[config.mk]
export PLATFORM = sky130hd
export DESIGN_NAME = port_pin_ctrl
export DESIGN_NICKNAME = d
export VERILOG_FILES = /design/src/rtl/port_pin_ctrl.sv
export SDC_FILE = /design/constraint.sdc
export NUM_CORES = 1
export LEC_CHECK = 0
export ABC_AREA = 1
export BUFFER_PORTS_ARGS = -buffer_cell sky130_fd_sc_hd__buf_2
export CAP_MARGIN = 20
export CORE_UTILIZATION = 30
export CTS_CLUSTER_SIZE = 28
export DETAILED_ROUTE_END_ITERATION = 10
export GPL_TIMING_DRIVEN = 1
export PLACE_DENSITY = 0.56
export SETUP_SLACK_MARGIN = 0.05
export SLEW_MARGIN = 20
export SYNTH_ARGS = -nofsm -noshare
export SYNTH_HDL_FRONTEND = slang
export SYNTH_HIERARCHICAL = 1
export SYNTH_SLANG_ARGS = --single-unit
[constraint.sdc]
create_clock -name i_clock -period 2.71 [get_ports i_clock]
set_input_delay 0.1355 -clock i_clock [delete_from_list [all_inputs] [get_ports i_clock]]
set_output_delay 0.1355 -clock i_clock [all_outputs]
set_load 0.01 [all_outputs]
[src/rtl/port_pin_ctrl.sv]
// 8051-style quasi-bidirectional port pin stage: latch -> pad controls with a
// strong pull-up pulse on 0->1, synchronised pin read-back and sticky change flags.

// Per-bit drive logic: latch register, pad controls and strong pull-up counter.
module port_pin_bit #(
    parameter int PU_CYCLES = 2
) (
    input  logic i_clock,
    input  logic i_reset,
    input  logic i_latch_in,
    output logic o_latch_q,
    output logic o_drive_low,
    output logic o_weak_pu,
    output logic o_strong_pu
);
    localparam logic [3:0] PU_LOAD = 4'(PU_CYCLES);

    logic       r_latch_q;
    logic       r_drive_low;
    logic       r_weak_pu;
    logic       r_strong_pu;
    logic [3:0] r_cnt;
    logic       w_rise;
    logic       w_fall;

    assign w_rise = i_latch_in & ~r_latch_q;
    assign w_fall = ~i_latch_in & r_latch_q;

    // latch_q tracks latch_in even in reset so release never looks like a rising edge
    always_ff @(posedge i_clock) begin
        r_latch_q <= i_latch_in;
        if (!i_reset) begin
            r_drive_low <= 1'b0;
            r_weak_pu   <= 1'b1;
            r_strong_pu <= 1'b0;
            r_cnt       <= 4'd0;
        end else begin
            r_drive_low <= ~r_latch_q;
            r_weak_pu   <= r_latch_q;
            r_strong_pu <= (r_cnt != 4'd0);
            if (w_rise)
                r_cnt <= PU_LOAD;
            else if (w_fall)
                r_cnt <= 4'd0;
            else if (r_cnt != 4'd0)
                r_cnt <= r_cnt - 4'd1;
        end
    end

    assign o_latch_q   = r_latch_q;
    assign o_drive_low = r_drive_low;
    assign o_weak_pu   = r_weak_pu;
    assign o_strong_pu = r_strong_pu;
endmodule

module port_pin_ctrl #(
    parameter int WIDTH       = 8,
    parameter int SYNC_STAGES = 2,
    parameter int PU_CYCLES   = 2
) (
    input  logic             i_clock,
    input  logic             i_reset,
    input  logic [WIDTH-1:0] i_latch_in,
    input  logic [WIDTH-1:0] i_pin_in,
    input  logic             i_rd_en,
    input  logic             i_rd_latch,
    input  logic [WIDTH-1:0] i_chg_clr,
    output logic [WIDTH-1:0] o_drive_low,
    output logic [WIDTH-1:0] o_weak_pu,
    output logic [WIDTH-1:0] o_strong_pu,
    output logic [WIDTH-1:0] o_rd_data,
    output logic             o_rd_valid,
    output logic [WIDTH-1:0] o_pin_change
);
    logic [WIDTH-1:0]                  w_latch_q;
    logic [SYNC_STAGES-1:0][WIDTH-1:0] r_sync;
    logic [WIDTH-1:0]                  w_pin_s;
    logic [WIDTH-1:0]                  r_pin_p;
    logic [WIDTH-1:0]                  r_pin_change;
    logic [WIDTH-1:0]                  r_rd_data;
    logic                              r_rd_valid;

    genvar gi;
    generate
        for (gi = 0; gi < WIDTH; gi++) begin : g_bit
            port_pin_bit #(.PU_CYCLES(PU_CYCLES)) u_bit (
                .i_clock     (i_clock),
                .i_reset     (i_reset),
                .i_latch_in  (i_latch_in[gi]),
                .o_latch_q   (w_latch_q[gi]),
                .o_drive_low (o_drive_low[gi]),
                .o_weak_pu   (o_weak_pu[gi]),
                .o_strong_pu (o_strong_pu[gi])
            );
        end
    endgenerate

    assign w_pin_s = r_sync[SYNC_STAGES-1];

    // Synchroniser presets to 1 so an idle pulled-up pin raises no change flag
    always_ff @(posedge i_clock) begin
        if (!i_reset) begin
            r_sync       <= '1;
            r_pin_p      <= '1;
            r_pin_change <= '0;
        end else begin
            r_sync       <= {r_sync[SYNC_STAGES-2:0], i_pin_in};
            r_pin_p      <= w_pin_s;
            r_pin_change <= (r_pin_change & ~i_chg_clr) | (w_pin_s ^ r_pin_p);
        end
    end

    always_ff @(posedge i_clock) begin
        if (!i_reset) begin
            r_rd_data  <= '0;
            r_rd_valid <= 1'b0;
        end else begin
            r_rd_valid <= i_rd_en;
            if (i_rd_en)
                r_rd_data <= i_rd_latch ? w_latch_q : w_pin_s;
        end
    end

    assign o_rd_data    = r_rd_data;
    assign o_rd_valid   = r_rd_valid;
    assign o_pin_change = r_pin_change;
endmodule

==> qor.txt <==
Via Count = 3146
Die X = 119.0 um
footprint of the multi-input gates = 1445 um2
min Tclk post-route = 1182 ps
simple-gate share of the synthesized area = 24.72%
Yosys Warn Count = 6
post-route ant nets = 0
die area = 14160 um2
worst-margin pin slew = 770.3 ps
CTS resizes = 0
Yosys reg bits = 105
R2R Path Start = g_bit[1].u_bit/o_latch_q
Placement Setup Slack = 1164 ps
Post-Syn Nets = 575
final setup fails = 0
area grow syn2layout = 24.08%
Critical Path RT = 2990 ps
cts bufs inserted = 9
xor and xnor area share after synthesis = 1.707%
worst setup path end = g_bit[1].u_bit/r_cnt[2]
Worst Skew = 3.877 ps
initial antenna violation count = 0
commonest non-fill, non-tap cell in the layout = nand2_1
clk root buf = clkbuf_16
Critical path origin = g_bit[1].u_bit/o_latch_q
IO buf count = 68
R2R depth = 5
clk_lat worst skew = 350 ps
crit start category = flip-flop
setup TNS = 0 ps
routability congestion estimate = 0.7546
WL final = 7.793 mm
CTS tree = built
most frequent cells in the layout = 137 x nand2_1, 130 x inv_1, 105 x dfxtp_1
Final period util = 43.60%
H-tree levels = 3
Peak VDD IR = 0.2823 mV
Hold Vio Cnt, Final = 0
Cell Rows = 42
Layout Nets = 665
Reg2Reg Setup Slack = 1530 ps
CP Data Arrival Time = 1470 ps
Post-Syn Area = 4105 um2
DP Wirelength = 5.745 mm
mux contribution to synthesized area = 0%
Mean Syn Cell Area = 7.731 um2
Max transition margin = 48.65%
worst hold path class = primary input to flip-flop
post-synthesis sequential area ratio = 51.20%
cell count after synthesis = 531
critical path type = flip-flop to flip-flop
fraction of layout cells with a size suffix above 1 = 20.13%
vias in the first global route = 2967
Clock Pin Slew Worst Setup and Hold Paths = 60 ps
first-pass GRT wire length = 13.37 mm
core area = 13300 um2
IO Pins = 69
Starting Density = 30.88%
wire per inst = 9.717 um
adder-cell area share of the yosys netlist = 4.877%
ANT cells = 0
power per cell area = 696.0 nW/um2
buffer count from post-CTS setup fixing = 0
Critical Path End Type = flip-flop
RSZ-0062 raised after global routing = false
Die Ht = 119.0 um
max-slew violations = 0
GRT Util Overall = 12.07%
First-pass DRT Iterations = 4
layout filler cell count = 1395
Max clock buf depth = 2
FMAX = 846.3 MHz
number of remaining DRC errors = 0
# clock sinks = 105
largest family of logic cells by synthesized area = simple AND/OR/NAND/NOR gates
DRT iter0 DRCs = 123
CP Max Fanout = 4
Register Area = 2102 um2
Max-cap violations = 0
status = finished, final reports clean
via-per-instance ratio = 3.923
largest net degree at the start of global routing = 35
post-synth cell types = 16
leakage = 2.867 nW
Overflow after GRT = 0
reg2reg end = g_bit[1].u_bit/r_cnt[2]
fin worst setup slack = 1528 ps
Compound-Gate Fraction of Synth Area = 3.901%
repair_timing:
item,in CTS,in global routing
hold buffers,16,0
endpoints found under the hold margin,16,0
endpoints found under the setup margin,0,0
through the flow:
step	cells	hold WS (ps)	power [mW]	area, um2	utilization (%)
2_1_floorplan	531	163.2	2.127	4105	-
3_3_place_gp	770	269.8	2.264	4637	34.88
3_5_place_dp	770	274.8	2.284	4637	34.88
4_1_cts	802	111.9	3.607	5094	38.31
5_1_grt	802	126.3	3.768	5094	38.31
6_report	802	119.3	3.545	5094	38.31
critical path, cell delays in order, from the launching register on:
cell and delay, ps:
dfxtp_1 420, inv_1 70, ha_1 220, nor3_4 210, nand2_1 90, nor2_1 100
cells in the mapped netlist:
cell | number | share of area (%)
nand2_1 | 137 | 13
inv_1 | 130 | 12
dfxtp_1 | 105 | 51
nor2_1 | 48 | 4.4
a21oi_1 | 16 | 2.0
ha_1 | 16 | 4.9
nand2_2 | 16 | 2.4
inv_2 | 9 | 0.82
o21ai_0 | 9 | 1.1
nand3_1 | 8 | 0.98
nor2_2 | 8 | 1.2
nor3_4 | 8 | 3.2
xnor2_1 | 8 | 1.7
o21ai_1 | 7 | 0.85
buf_2 | 5 | 0.61
buf_6 | 1 | 0.27
cell families (layout without fill, tap and decap cells):
family | after synthesis | count (layout)
AO/OA/AOI/OAI | 32 | 32
buffers and inverters | 145 | 240
flip-flops | 105 | 105
AND/OR/NAND/NOR | 225 | 225
XOR/XNOR | 8 | 8
adder cells (fa/ha/maj) | 16 | 16
flip-flops by register name, summed over array words and instances, names as in the netlist:
| name | flops |
|---|---|
| g_bit.u_bit/o_drive_low | 8 |
| g_bit.u_bit/o_latch_q | 8 |
| g_bit.u_bit/o_strong_pu | 8 |
| g_bit.u_bit/o_weak_pu | 8 |
| g_bit.u_bit/r_cnt | 32 |
| o_pin_change | 8 |
| o_rd_data | 8 |
| o_rd_valid | 1 |
| r_pin_p | 8 |
| r_sync | 8 |
| w_pin_s | 8 |
routing by layer:
metal  vias up  share of wire, %  GRT usage (%)
met5         -                 0              0
met1      1380                45          14.04
met2        51                49          20.17
met4         0               2.0          5.934
li1       1704                 -              -
met3        11               4.3          3.544
final cells by class:
class / count / area share, %
sequential: 105 / 41.27
multi-input combinational: 281 / 28.37
inverter: 139 / 10.24
timing repair buffer: 85 / 9.973
clock buffer: 10 / 4.692
tap: 176 / 4.323
clock inverter: 6 / 1.130
worst min-delay path by stage:
stage,cells past startpoint,endpoint,start
after floorplan,0,g_bit[0].u_bit/o_latch_q,i_latch_in[0]
after global placement,1,g_bit[1].u_bit/o_latch_q,i_latch_in[1]
after detailed placement,1,g_bit[2].u_bit/o_latch_q,i_latch_in[2]
after CTS,3,o_rd_valid,i_rd_en
after global routing,3,o_rd_valid,i_rd_en
final,3,o_rd_valid,i_rd_en
report_power, final:
group	total (mW)	switching, mW	internal [mW]
combinational	0.522	0.304	0.218
clock	1.28	0.550	0.734
sequential	1.74	0.0769	1.66
Note: power is estimated with default switching activity, not from simulation.
